`src/rtl/ongoru_guncelleme_sirasi_if.sv`:
```
// Bus between the execute-stage resolvers, the update scheduler and the
// branch predictor's update port.
interface ongoru_guncelleme_sirasi_if #(
  parameter int BUYRUK_BIT = 32
);
  logic                  istek0_gecerli;
  logic                  istek0_hazir;
  logic [BUYRUK_BIT-1:0] istek0_buyruk;
  logic [BUYRUK_BIT-1:0] istek0_adres;
  logic                  istek0_atladi;
  logic [BUYRUK_BIT-1:0] istek0_hedef;
  logic                  istek0_yanlis;

  logic                  istek1_gecerli;
  logic                  istek1_hazir;
  logic [BUYRUK_BIT-1:0] istek1_buyruk;
  logic [BUYRUK_BIT-1:0] istek1_adres;
  logic                  istek1_atladi;
  logic [BUYRUK_BIT-1:0] istek1_hedef;
  logic                  istek1_yanlis;

  logic                  guncelle_gecerli_g;
  logic                  i_guncelle_hazir;
  logic [BUYRUK_BIT-1:0] o_eski_buyruk;
  logic [BUYRUK_BIT-1:0] o_eski_buyruk_adresi;
  logic [BUYRUK_BIT-1:0] o_atlanan_adres;
  logic                  o_buyruk_atladi;
  logic                  o_ongoru_yanlis;
  logic [15:0]           o_guncelleme_sayaci;
  logic [15:0]           o_yanlis_sayaci;

  // Requester/predictor side
  modport master (
    output istek0_gecerli, istek0_buyruk, istek0_adres, istek0_atladi,
           istek0_hedef, istek0_yanlis,
    input  istek0_hazir,
    output istek1_gecerli, istek1_buyruk, istek1_adres, istek1_atladi,
           istek1_hedef, istek1_yanlis,
    input  istek1_hazir,
    input  guncelle_gecerli_g, o_eski_buyruk, o_eski_buyruk_adresi,
           o_atlanan_adres, o_buyruk_atladi, o_ongoru_yanlis,
           o_guncelleme_sayaci, o_yanlis_sayaci,
    output i_guncelle_hazir
  );

  // Scheduler side
  modport slave (
    input  istek0_gecerli, istek0_buyruk, istek0_adres, istek0_atladi,
           istek0_hedef, istek0_yanlis,
    output istek0_hazir,
    input  istek1_gecerli, istek1_buyruk, istek1_adres, istek1_atladi,
           istek1_hedef, istek1_yanlis,
    output istek1_hazir,
    output guncelle_gecerli_g, o_eski_buyruk, o_eski_buyruk_adresi,
           o_atlanan_adres, o_buyruk_atladi, o_ongoru_yanlis,
           o_guncelleme_sayaci, o_yanlis_sayaci,
    input  i_guncelle_hazir
  );
endinterface

```
`src/rtl/ongoru_guncelleme_sirasi.sv`:
```
// Predictor update scheduler: round-robin intake from two resolvers, FIFO
// buffering, and a fixed idle window after each mispredicted update.
module ongoru_guncelleme_sirasi #(
  parameter int BUYRUK_BIT      = 32,
  parameter int DERINLIK        = 4,
  parameter int KURTARMA_CEVRIM = 2
) (
  input  logic clk_g,
  input  logic rst_g,
  input  logic i_temizle,
  ongoru_guncelleme_sirasi_if.slave bus
);

  localparam int PW = $clog2(DERINLIK);
  localparam int CW = PW + 1;
  localparam int BW = (KURTARMA_CEVRIM > 1) ? $clog2(KURTARMA_CEVRIM) : 1;

  typedef enum logic [1:0] {
    BOSTA  = 2'd0,
    AKTAR  = 2'd1,
    DURDUR = 2'd2
  } durum_t;

  typedef struct packed {
    logic [BUYRUK_BIT-1:0] buyruk;
    logic [BUYRUK_BIT-1:0] adres;
    logic                  atladi;
    logic [BUYRUK_BIT-1:0] hedef;
    logic                  yanlis;
  } giris_t;

  durum_t        durum_q, durum_d;
  logic [BW-1:0] bekle_q, bekle_d;
  logic [PW-1:0] wr_ptr_q, wr_ptr_d;
  logic [PW-1:0] rd_ptr_q, rd_ptr_d;
  logic [CW-1:0] count_q, count_d;
  logic          son_kazanan_q, son_kazanan_d;
  logic [15:0]   guncelleme_sayaci_q, guncelleme_sayaci_d;
  logic [15:0]   yanlis_sayaci_q, yanlis_sayaci_d;

  giris_t mem_q [DERINLIK];
  giris_t yeni;
  giris_t bas;

  logic kabul_acik;
  logic kazanan;
  logic hazir0, hazir1;
  logic kabul;
  logic gecerli;
  logic deq;

  // Intake: one accept per cycle, the side not served last wins a conflict
  always_comb begin
    kabul_acik = (durum_q != DURDUR) && !i_temizle && (count_q < CW'(DERINLIK));
    if (bus.istek0_gecerli && bus.istek1_gecerli) kazanan = ~son_kazanan_q;
    else                                          kazanan = bus.istek1_gecerli;
    hazir0 = kabul_acik && !kazanan && bus.istek0_gecerli;
    hazir1 = kabul_acik &&  kazanan && bus.istek1_gecerli;
    kabul  = hazir0 || hazir1;
    if (kazanan) yeni = '{bus.istek1_buyruk, bus.istek1_adres, bus.istek1_atladi,
                          bus.istek1_hedef, bus.istek1_yanlis};
    else         yeni = '{bus.istek0_buyruk, bus.istek0_adres, bus.istek0_atladi,
                          bus.istek0_hedef, bus.istek0_yanlis};
  end

  assign bas     = mem_q[rd_ptr_q];
  assign gecerli = (durum_q == AKTAR) && (count_q != '0) && !i_temizle;
  assign deq     = gecerli && bus.i_guncelle_hazir;

  always_comb begin
    wr_ptr_d            = wr_ptr_q;
    rd_ptr_d            = rd_ptr_q;
    count_d             = count_q;
    durum_d             = durum_q;
    bekle_d             = bekle_q;
    son_kazanan_d       = son_kazanan_q;
    guncelleme_sayaci_d = guncelleme_sayaci_q;
    yanlis_sayaci_d     = yanlis_sayaci_q;

    if (kabul) begin
      wr_ptr_d      = wr_ptr_q + PW'(1);
      son_kazanan_d = kazanan;
    end
    if (deq) begin
      rd_ptr_d            = rd_ptr_q + PW'(1);
      guncelleme_sayaci_d = guncelleme_sayaci_q + 16'd1;
      if (bas.yanlis && (yanlis_sayaci_q != 16'hFFFF))
        yanlis_sayaci_d = yanlis_sayaci_q + 16'd1;
    end
    count_d = count_q + CW'(kabul) - CW'(deq);

    case (durum_q)
      BOSTA: if (kabul) durum_d = AKTAR;
      AKTAR: begin
        if (deq && bas.yanlis) begin
          durum_d = DURDUR;
          bekle_d = BW'(KURTARMA_CEVRIM - 1);
        end else if (deq && (count_q == CW'(1)) && !kabul) begin
          durum_d = BOSTA;
        end
      end
      DURDUR: begin
        if (bekle_q == '0) durum_d = (count_q != '0) ? AKTAR : BOSTA;
        else               bekle_d = bekle_q - BW'(1);
      end
      default: durum_d = BOSTA;
    endcase

    // Flush drops the queue and recovery state but keeps fairness and statistics
    if (i_temizle) begin
      wr_ptr_d = '0;
      rd_ptr_d = '0;
      count_d  = '0;
      durum_d  = BOSTA;
      bekle_d  = '0;
    end
  end

  always_ff @(posedge clk_g or negedge rst_g) begin
    if (!rst_g) begin
      durum_q             <= BOSTA;
      bekle_q             <= '0;
      wr_ptr_q            <= '0;
      rd_ptr_q            <= '0;
      count_q             <= '0;
      son_kazanan_q       <= 1'b1;
      guncelleme_sayaci_q <= '0;
      yanlis_sayaci_q     <= '0;
    end else begin
      durum_q             <= durum_d;
      bekle_q             <= bekle_d;
      wr_ptr_q            <= wr_ptr_d;
      rd_ptr_q            <= rd_ptr_d;
      count_q             <= count_d;
      son_kazanan_q       <= son_kazanan_d;
      guncelleme_sayaci_q <= guncelleme_sayaci_d;
      yanlis_sayaci_q     <= yanlis_sayaci_d;
    end
  end

  // Entry storage carries no reset; occupancy is tracked by the pointers
  always_ff @(posedge clk_g) begin
    if (kabul) mem_q[wr_ptr_q] <= yeni;
  end

  assign bus.istek0_hazir         = hazir0;
  assign bus.istek1_hazir         = hazir1;
  assign bus.guncelle_gecerli_g   = gecerli;
  assign bus.o_eski_buyruk        = bas.buyruk;
  assign bus.o_eski_buyruk_adresi = bas.adres;
  assign bus.o_atlanan_adres      = bas.hedef;
  assign bus.o_buyruk_atladi      = bas.atladi;
  assign bus.o_ongoru_yanlis      = bas.yanlis;
  assign bus.o_guncelleme_sayaci  = guncelleme_sayaci_q;
  assign bus.o_yanlis_sayaci      = yanlis_sayaci_q;

endmodule

```
`src/flat_wrapper.sv`:
```
// flat-port wrapper written by rule: the top's interface ports become plain ports
module ongoru_guncelleme_sirasi_flat 
#(
  parameter int BUYRUK_BIT      = 32,
  parameter int DERINLIK        = 4,
  parameter int KURTARMA_CEVRIM = 2
)
  (clk_g, rst_g, i_temizle, bus_istek0_gecerli, bus_istek0_buyruk, bus_istek0_adres, bus_istek0_atladi, bus_istek0_hedef, bus_istek0_yanlis, bus_istek0_hazir, bus_istek1_gecerli, bus_istek1_buyruk, bus_istek1_adres, bus_istek1_atladi, bus_istek1_hedef, bus_istek1_yanlis, bus_istek1_hazir, bus_guncelle_gecerli_g, bus_o_eski_buyruk, bus_o_eski_buyruk_adresi, bus_o_atlanan_adres, bus_o_buyruk_atladi, bus_o_ongoru_yanlis, bus_o_guncelleme_sayaci, bus_o_yanlis_sayaci, bus_i_guncelle_hazir);
  ongoru_guncelleme_sirasi_if #(.BUYRUK_BIT(BUYRUK_BIT)) bus_i ();
  input  logic clk_g;
  input  logic rst_g;
  input  logic i_temizle;
  input wire logic [$bits(bus_i.istek0_gecerli)-1:0] bus_istek0_gecerli;
  input wire logic [$bits(bus_i.istek0_buyruk)-1:0] bus_istek0_buyruk;
  input wire logic [$bits(bus_i.istek0_adres)-1:0] bus_istek0_adres;
  input wire logic [$bits(bus_i.istek0_atladi)-1:0] bus_istek0_atladi;
  input wire logic [$bits(bus_i.istek0_hedef)-1:0] bus_istek0_hedef;
  input wire logic [$bits(bus_i.istek0_yanlis)-1:0] bus_istek0_yanlis;
  output wire logic [$bits(bus_i.istek0_hazir)-1:0] bus_istek0_hazir;
  input wire logic [$bits(bus_i.istek1_gecerli)-1:0] bus_istek1_gecerli;
  input wire logic [$bits(bus_i.istek1_buyruk)-1:0] bus_istek1_buyruk;
  input wire logic [$bits(bus_i.istek1_adres)-1:0] bus_istek1_adres;
  input wire logic [$bits(bus_i.istek1_atladi)-1:0] bus_istek1_atladi;
  input wire logic [$bits(bus_i.istek1_hedef)-1:0] bus_istek1_hedef;
  input wire logic [$bits(bus_i.istek1_yanlis)-1:0] bus_istek1_yanlis;
  output wire logic [$bits(bus_i.istek1_hazir)-1:0] bus_istek1_hazir;
  output wire logic [$bits(bus_i.guncelle_gecerli_g)-1:0] bus_guncelle_gecerli_g;
  output wire logic [$bits(bus_i.o_eski_buyruk)-1:0] bus_o_eski_buyruk;
  output wire logic [$bits(bus_i.o_eski_buyruk_adresi)-1:0] bus_o_eski_buyruk_adresi;
  output wire logic [$bits(bus_i.o_atlanan_adres)-1:0] bus_o_atlanan_adres;
  output wire logic [$bits(bus_i.o_buyruk_atladi)-1:0] bus_o_buyruk_atladi;
  output wire logic [$bits(bus_i.o_ongoru_yanlis)-1:0] bus_o_ongoru_yanlis;
  output wire logic [$bits(bus_i.o_guncelleme_sayaci)-1:0] bus_o_guncelleme_sayaci;
  output wire logic [$bits(bus_i.o_yanlis_sayaci)-1:0] bus_o_yanlis_sayaci;
  input wire logic [$bits(bus_i.i_guncelle_hazir)-1:0] bus_i_guncelle_hazir;
  assign bus_i.istek0_gecerli = bus_istek0_gecerli;
  assign bus_i.istek0_buyruk = bus_istek0_buyruk;
  assign bus_i.istek0_adres = bus_istek0_adres;
  assign bus_i.istek0_atladi = bus_istek0_atladi;
  assign bus_i.istek0_hedef = bus_istek0_hedef;
  assign bus_i.istek0_yanlis = bus_istek0_yanlis;
  assign bus_istek0_hazir = bus_i.istek0_hazir;
  assign bus_i.istek1_gecerli = bus_istek1_gecerli;
  assign bus_i.istek1_buyruk = bus_istek1_buyruk;
  assign bus_i.istek1_adres = bus_istek1_adres;
  assign bus_i.istek1_atladi = bus_istek1_atladi;
  assign bus_i.istek1_hedef = bus_istek1_hedef;
  assign bus_i.istek1_yanlis = bus_istek1_yanlis;
  assign bus_istek1_hazir = bus_i.istek1_hazir;
  assign bus_guncelle_gecerli_g = bus_i.guncelle_gecerli_g;
  assign bus_o_eski_buyruk = bus_i.o_eski_buyruk;
  assign bus_o_eski_buyruk_adresi = bus_i.o_eski_buyruk_adresi;
  assign bus_o_atlanan_adres = bus_i.o_atlanan_adres;
  assign bus_o_buyruk_atladi = bus_i.o_buyruk_atladi;
  assign bus_o_ongoru_yanlis = bus_i.o_ongoru_yanlis;
  assign bus_o_guncelleme_sayaci = bus_i.o_guncelleme_sayaci;
  assign bus_o_yanlis_sayaci = bus_i.o_yanlis_sayaci;
  assign bus_i.i_guncelle_hazir = bus_i_guncelle_hazir;
  ongoru_guncelleme_sirasi #(.BUYRUK_BIT(BUYRUK_BIT), .DERINLIK(DERINLIK), .KURTARMA_CEVRIM(KURTARMA_CEVRIM)) u_core (.clk_g(clk_g), .rst_g(rst_g), .i_temizle(i_temizle), .bus(bus_i));
endmodule
```
`config.mk`:
```
export PLATFORM = sky130hd
export DESIGN_NAME = ongoru_guncelleme_sirasi_flat
export DESIGN_NICKNAME = d
export VERILOG_FILES = /design/src/rtl/ongoru_guncelleme_sirasi_if.sv /design/src/rtl/ongoru_guncelleme_sirasi.sv /design/src/flat_wrapper.sv
export SDC_FILE = /design/constraint.sdc
export NUM_CORES = 1
export LEC_CHECK = 0
export ABC_AREA = 1
export BUFFER_PORTS_ARGS = -buffer_cell sky130_fd_sc_hd__buf_2
export CAP_MARGIN = 20
export CORE_MARGIN = 1
export CORE_UTILIZATION = 60
export CTS_CLUSTER_DIAMETER = 150
export DETAILED_ROUTE_END_ITERATION = 8
export PLACE_DENSITY = 0.85
export SYNTH_ARGS = -nofsm -noshare
export SYNTH_HDL_FRONTEND = slang
export SYNTH_SLANG_ARGS = --single-unit
```
`constraint.sdc`:
```
create_clock -name clk_g -period 10 [get_ports clk_g]
set_input_delay 0.5 -clock clk_g [delete_from_list [all_inputs] [get_ports clk_g]]
set_output_delay 0.5 -clock clk_g [all_outputs]
set_load 0.02 [all_outputs]
```
After elaboration in Yosys (flattened, before gate mapping)
Memory sizes are Yosys's and may differ from the RTL's. Index checks and enable logic that the tools add are counted.

Add/subtract/negate cells: 7. $lt $le $gt $ge: 1. Eq/ne operators: 9. Multiplexer cells: 20. Bitwise gates (word level): 1. Reduce and logical (&&, ||, !) cells: 26.

Operator list (count): $mux 98 (1); $add 16x1->16 const B (2); $mux 2 (9); $ne 16x16->1 const B (1); $logic_and 1x1->1 (14); $mux 1 (7); $ne 3x3->1 const B (2); $pmux 2 s3 (1); $reduce_bool 3->1 (2); $add 2x1->2 const B (2); $ne 4x4->1 const B (1); $reduce_and 2->1 (2); $reduce_bool 2->1 (2); $add 3x1->3 (1); $eq 3x1->1 const B (1); $logic_not 1->1 (3); $lt 3x3->1 const B (1); $mux 3 (1); $ne 3x2->1 const B (1); $reduce_and 3->1 (1); $sub 3x1->3 (1); $eq 2x1->1 const B (1); $eq 2x2->1 const B (1); $logic_not 2->1 (1); 5 further kinds (5).

Bits in registers: 43. Memory bits (writable): 392. Bits of input ports: 202. Output and inout port bits: 133. Logic and storage cells: 73. Memories kept: 1.

Memories: u_core.mem_q (depth 4, bits a word 98, read ports 1, clocked after Yosys merged registers in 0, wr ports 1, RTL line ongoru_guncelleme_sirasi.sv:41) `giris_t mem_q [DERINLIK];`.

Longest topological paths before layout
Gate-level depths: netlist (run 1).

Depth in word-level cells: 12. Gate-level depth with buffers: 12. Gate-level depth less buffers: 12.

Worst setup path after synthesis (run 1)
Ideal clock, no wire load.

Kind: input -> register. Start: input bus_istek0_gecerli. End: memory u_core.mem_q[0][0] (netlist bit) (enable). Setup time: 0.452 ns. Arrival time: 3.035 ns. Data required time: 9.548 ns. Slack: 6.513 ns. Cell stages on the path: 6. Buffers on the path: 1. Cell sequence: nand2_1 -> nand2_1 -> buf_2 -> a21oi_2 -> nand2_1 -> inv_1.

Cells in the longest elaborated chain, start to end: 8. Elaborated cells on any way between the ends: 10. Those cells by class: mux: 3; reduce/logical: 7.

RTL lines: start, declared (RTL line flat_wrapper.sv:13) `input wire logic [$bits(bus_i.istek0_gecerli)-1:0] bus_istek0_gecerli;`; $logic_and 1x1->1 (RTL line ongoru_guncelleme_sirasi.sv:55) `if (bus.istek0_gecerli && bus.istek1_gecerli) kazanan = ~son_kazanan_q;`; $mux 1 (RTL line ongoru_guncelleme_sirasi.sv:55); $logic_not 1->1 (RTL line ongoru_guncelleme_sirasi.sv:57) `hazir0 = kabul_acik && !kazanan && bus.istek0_gecerli;`; $logic_and 1x1->1 (2 in a row) (RTL line ongoru_guncelleme_sirasi.sv:57); $logic_or 1x1->1 (*) (RTL line ongoru_guncelleme_sirasi.sv:59) `kabul = hazir0 || hazir1;`; via u_core.kabul (RTL line ongoru_guncelleme_sirasi.sv:48) `logic kabul;`; $mux 1 (*) (RTL line ongoru_guncelleme_sirasi.sv:143) `if (kabul) mem_q[wr_ptr_q] <= yeni;`; $mux 1 (implied by the code) (*) (RTL line ongoru_guncelleme_sirasi.sv:143); end, declared (RTL line ongoru_guncelleme_sirasi.sv:41).

Mark *: on every way through the listed nets, which the timed path passes. The rest lies on a longest branch.

Worst setup path in the final report (run 1)
Start: register u_core.rd_ptr_q[0]. End: output bus_o_eski_buyruk[1].

Cells in the longest elaborated chain, start to end: 1.

RTL lines: start, declared (RTL line ongoru_guncelleme_sirasi.sv:35) `logic [PW-1:0] rd_ptr_q, rd_ptr_d;`; start signal, assigned (RTL line ongoru_guncelleme_sirasi.sv:133) `rd_ptr_q <= rd_ptr_d;`; $mem_v2 4x98; end, declared (RTL line flat_wrapper.sv:28) `output wire logic [$bits(bus_i.o_eski_buyruk)-1:0] bus_o_eski_buyruk;`.

No other way between the ends.

==> results of run 1 <==
==> cell usage after synthesis (all sizes together) <==
master  instances  share of area
a21oi           6         0.0019
and3            1        0.00035
buf            31         0.0093
clkbuf         58          0.012
clkinv          2        0.00049
dfrtp          42          0.058
dfstp           1         0.0015
edfxtp        392           0.65
fa              1         0.0011
ha              8         0.0056
inv            39         0.0081
nand2         409          0.086
nand3          20         0.0058
nand4           7         0.0028
nor2          231          0.048
nor3           10         0.0040
o21ai         205          0.057
o22ai          97          0.034
xnor2          14         0.0068
xor2           10         0.0049
==> worst max-delay path, stage by stage, from the launching register on <==
cell	delay [ps]
dfrtp_4	760
inv_6	590
buf_4	840
o21ai_0	190
o22ai_1	310
buf_2	230
==> power by group through the flow <==
stage | clock, W | sequential (W) | combinational, W
floorplan | 0 | 0.00238 | 0.000574
global route | 0.00161 | 0.00236 | 0.00102
detailed placement | 0 | 0.00238 | 0.000931
CTS | 0.00154 | 0.00234 | 0.000934
finish | 0.00153 | 0.00234 | 0.000935
global placement | 0 | 0.00237 | 0.000900
==> routing by layer <==
layer / track usage / up-vias
li1: - / 6133
met1: 0.348 / 6192
met2: 0.449 / 599
met3: 0.0385 / 72
met4: 0.0888 / 0
met5: 0 / -
==> cell type report <==
cell class                 count  area, um^2
tap                          390         488
multi-input combinational   1019        4650
clock buffer                  52        1130
timing repair buffer         345        1780
fill                        2038        8350
inverter                      41         170
clock inverter                25         210
sequential                   435       12900
==> registers in the layout, summed over array words and instances, names as in the netlist <==
name / flops
u_core.bus.o_yanlis_sayaci: 16
u_core.rd_ptr_q: 2
u_core.mem_q: 392
u_core.durum_q: 2
u_core.count_q: 3
u_core.wr_ptr_q: 2
u_core.son_kazanan_q: 1
u_core.bus.o_guncelleme_sayaci: 16
u_core.bekle_q: 1
==> final timing paths <==
kind	slack [ps]	cells past startpoint	start	to
setup reg to reg	6650	7	u_core.son_kazanan_q	u_core.mem_q[0][5]
max in group asynchronous	9180	1	rst_g	u_core.rd_ptr_q[0]
setup / recovery	5860	5	u_core.rd_ptr_q[0]	bus_o_eski_buyruk[1]
min in group clk_g	220	2	i_temizle	u_core.count_q[1]
hold / removal	100	1	rst_g	u_core.bus.o_guncelleme_sayaci[9]
hold reg to reg	520	1	u_core.bus.o_guncelleme_sayaci[4]	u_core.bus.o_guncelleme_sayaci[4]
==> cell families (layout without fill, tap and decap cells) <==
family / Yosys count / in the layout
adders and majority gates: 9 / 9
xor gates and xnor gates: 24 / 24
AOI/OAI and AO/OA: 308 / 308
buffers and inverters: 130 / 463
and+or+nand+nor: 678 / 678
DFF: 435 / 435
==> through the flow <==
| stage | util | hold WS (ps) | worst slack (ps) |
|---|---|---|---|
| after global placement | 0.672 | 500 | 6310 |
| after detailed placement | 0.672 | 506 | 6200 |
| after floorplan | - | 204 | 6510 |
| final | 0.718 | 104 | 5860 |
| after CTS | 0.717 | 131 | 5900 |
| after global routing | 0.718 | 186 | 5640 |
==> results_dict.tcl, run 1 <==
set metrics [dict create \
    status "completed" \
    layout_commonest_cell "nand2_1" \
    cp.required_ps 9500 \
    synth_top_family_by_area "simple AND/OR/NAND/NOR gates" \
    cts_root_buf "clkbuf_16" \
    num_rows 63 \
    layout_common_cells "405 x nand2_1, 392 x edfxtp_1, 334 x buf_2" \
    clkSinkCount 435 \
    rsz0062_at_grt "no" \
    crit_path_max_fanout 100 \
    io_pins 335 \
    drive_above_1_share 0.222 \
    p_int_w 0.00341 \
    power_switching_w 0.00140 \
    comb_power_share 0.195 \
    wl_um 40800 \
    grt_pass1_vias 12301 \
    detail_route.vias_per_cell 5.63 \
    postSynthRegisterBits 435 \
    min_period_ps 4140 \
    cts_resized 0 \
    top_layer "met4" \
    seqPwrFrac 0.487 \
    post-route-period-util 0.414 \
    synth.area.mux_share 0 \
    path_class "reg2out" \
    p_sw_frac 0.291 \
    wl_per_cell_um 17.7 \
    numCtsBuffers 43 \
    overflow 0 \
    hp-class "in2async" \
    worstSetupStartpointType "flip-flop" \
    synth.cell_area_mm2 0.0180 \
    area_growth_pct 18.0 \
    skew_ps 23.7 \
    die_y_um 175 \
    grt_pass1_wl_um 62500 \
    leakage_nw 8.60 \
    drt.antenna.violating_nets 0 \
    yosys.cell_types.count 32 \
    tns_ps 0 \
    finalPower_w 0.00480 \
    dp_hpwl_um 24700 \
    synth_nets 1795 \
    nets 2096 \
    drt_iter0_markers 1276 \
    clkPwrFrac 0.318 \
    drv_slew 0 \
    place_congestion 0.844 \
    synth-simple-area-share 0.147 \
    cts_tree "yes" \
    yosys.area_share.xor_xnor 0.0117 \
    antenna_found_initial 0 \
    hold_viol_final 0 \
    drcViolationCount 0 \
    route.vias.total 12996 \
    p_per_area_mw_per_mm2 226 \
    clk_latency_ps 550 \
    groute.usage.overall 0.263 \
    wl_met1_um 16700 \
    wl_met3_um 3280 \
    worstMarginPinSlew_ps 1010 \
    yosysSeqAreaShare 0.713 \
    fp.dieW_um 175 \
    stdcell_area_mm2 0.0213 \
    grt_start_max_net_pins 122 \
    yosysWarnings 0 \
    netlist_instances 1584 \
    start_util 0.608 \
    maxCapViolCount 0 \
    core_mm2 0.0296 \
    stdcell_count 2307 \
    antenna_cells 0 \
    clkTransAtPathRegs_ps 60 \
    worstSetupEndpointType "primary output" \
    dr.pass1.iters 6 \
    synthAdderAreaFrac 0.00666 \
    placed_area_mm2 0.0199 \
    dp.cells 2228 \
    synth_compound_area_frac 0.0924 \
    ir_worst_vdd_uv 150 \
    critical_path_arrival_ps 3640 \
    avgSynthCellArea_um2 11.4 \
    placement.io_buffers 334 \
    clk_path_buf_depth 3 \
    die_area_mm2 0.0307 \
    wl_met2_um 19900 \
    ctsHoldBuffers 0 \
    htreeDepth 2 \
    slew-limit-headroom 0.325 \
    setup_viol 0 \
    max_freq_mhz 242 \
    postCtsSetupBuffers 0 \
]
Note: power is estimated with default switching activity, not from simulation.
==> inputs of run 2 (changes only) <==
- CORE_UTILIZATION: 60 -> 50
- PLACE_DENSITY: 0.85 -> 0.76
- clock period: 10 -> 3.65 ns (I/O delays scaled with it)
==> results_dict.tcl, run 2 (synthesis gave the netlist of run 1 again) <==
set metrics [dict create \
    dr.pass1.iters 5 \
    tns_ps 0 \
    clkSinkCount 435 \
    final.hold.worst_slack_ps -0.581 \
    placement.io_buffers 334 \
    clk_latency_ps 540 \
    dp.cells 2312 \
    ir_worst_vdd_uv 344 \
    status "finished with violations" \
    cp_num_buf_inv 3 \
    max_freq_mhz 339 \
    p_per_area_mw_per_mm2 609 \
    clkTransAtPathRegs_ps 60 \
    layout_common_cells "405 x nand2_1, 392 x edfxtp_1, 334 x buf_2" \
    htreeDepth 2 \
    grt_start_max_net_pins 198 \
    wl_per_cell_um 17.3 \
    nets 2149 \
    die_area_mm2 0.0368 \
    die_y_um 192 \
    drt_iter0_markers 1022 \
    fill_cells 2781 \
    crit_path_max_fanout 59 \
    overflow 0 \
    stdcell_count 2433 \
    hold_viol_final 2 \
    leakage_nw 8.90 \
    utilization 0.619 \
    clk_path_buf_depth 3 \
    drive_above_1_share 0.227 \
    max_stage_delay_ps 740 \
    critPathSlowestCell "dfrtp_4" \
    path_cells "inv_2, buf_4, o21ai_0, o22ai_1, buf_2" \
    cp.required_ps 3470 \
    worstSetupEndpointType "primary output" \
    io_pins 335 \
    hp-class "in2async" \
    top_register "u_core.mem_q" \
    groute.usage.overall 0.226 \
    start_util 0.507 \
    fp.dieW_um 192 \
    drcViolationCount 0 \
    largest_register_ffs 392 \
    cts_root_buf "clkbuf_16" \
    worstMarginPinSlew_ps 1020 \
    numCtsBuffers 44 \
    core_mm2 0.0356 \
    post-route-period-util 0.808 \
    cts_tree "yes" \
    layout_commonest_cell "nand2_1" \
    skew_ps 19.4 \
    route.vias.total 13034 \
    worstSetupStartpointType "flip-flop" \
    area_growth_pct 22.1 \
    antenna_cells 0 \
    cts_resized 0 \
    dp_hpwl_um 26300 \
    path_delay_family "buffers and inverters" \
    failed_checks "hold timing" \
    path_class "reg2out" \
    place_congestion 0.818 \
    rsz0062_at_grt "no" \
    grt_pass1_wl_um 64300 \
    critical_path_arrival_ps 2770 \
    grt_pass1_vias 12259 \
    setup_viol 0 \
    drt.antenna.violating_nets 0 \
    detail_route.vias_per_cell 5.36 \
    wl_um 42100 \
    antenna_found_initial 1 \
    ctsHoldBuffers 40 \
    drv_slew 0 \
    min_period_ps 2950 \
    num_rows 69 \
    postCtsSetupBuffers 0 \
    slew-limit-headroom 0.322 \
    maxCapViolCount 0 \
]
-- run 2: cell count changes in the layout (fill, tap and decap cells not counted) --
cell	change
clkinv_1	-5
clkbuf_16	+2
clkinv_2	+3
dlygate4sd3_1	+40
buf_12	+6
clkbuf_8	+1
clkbuf_1	-1
clkinv_4	+1
buf_4	+6
inv_4	+2
-- run 2: layout make-up --
type                       instances  area, um^2  area share
clock buffer                      54        1190      0.0541
clock inverter                    26         228      0.0103
inverter                          41         170     0.00773
multi-input combinational       1019        4650       0.211
sequential                       435       12900       0.584
tap                              461         577      0.0262
timing repair buffer             397        2340       0.107
-- run 2: power by group --
part           switching (W)  leakage (nW)  internal (W)
sequential          0.000171          4.16       0.00621
clock                0.00182         0.698       0.00255
combinational        0.00189          4.03      0.000783
-- run 2: worst paths after layout --
check / start / to / slack [ps] / depth (start not counted)
min in group clk_g: bus_istek1_buyruk[22] / u_core.mem_q[3][88] / 10 / 3
min: rst_g / u_core.bus.o_guncelleme_sayaci[7] / -0.6 / 2
min reg2reg: u_core.bus.o_guncelleme_sayaci[13] / u_core.bus.o_guncelleme_sayaci[13] / 510 / 1
max: u_core.rd_ptr_q[1] / bus_o_atlanan_adres[18] / 700 / 5
max reg2reg: u_core.son_kazanan_q / u_core.mem_q[1][46] / 840 / 7
max in group asynchronous: rst_g / u_core.rd_ptr_q[0] / 3190 / 3
-- run 2: stage by stage --
stage | worst slack [ps] | cell area (um^2) | total power (W) | hold WS [ps]
floorplan | 318 | 18000 | 0.00809 | -113
global placement | 1090 | 20200 | 0.00902 | 375
detailed placement | 1050 | 20200 | 0.00911 | 401
CTS | 651 | 22000 | 0.0135 | 0.244
global route | 476 | 22000 | 0.0140 | 5.89
finish | 701 | 22000 | 0.0134 | -0.581
-- run 2: metal layers --
metal	share of wire	GRT usage
met3	0.077	0.0444
met1	0.41	0.299
met4	0.018	0.0559
met2	0.49	0.383
met5	0	0
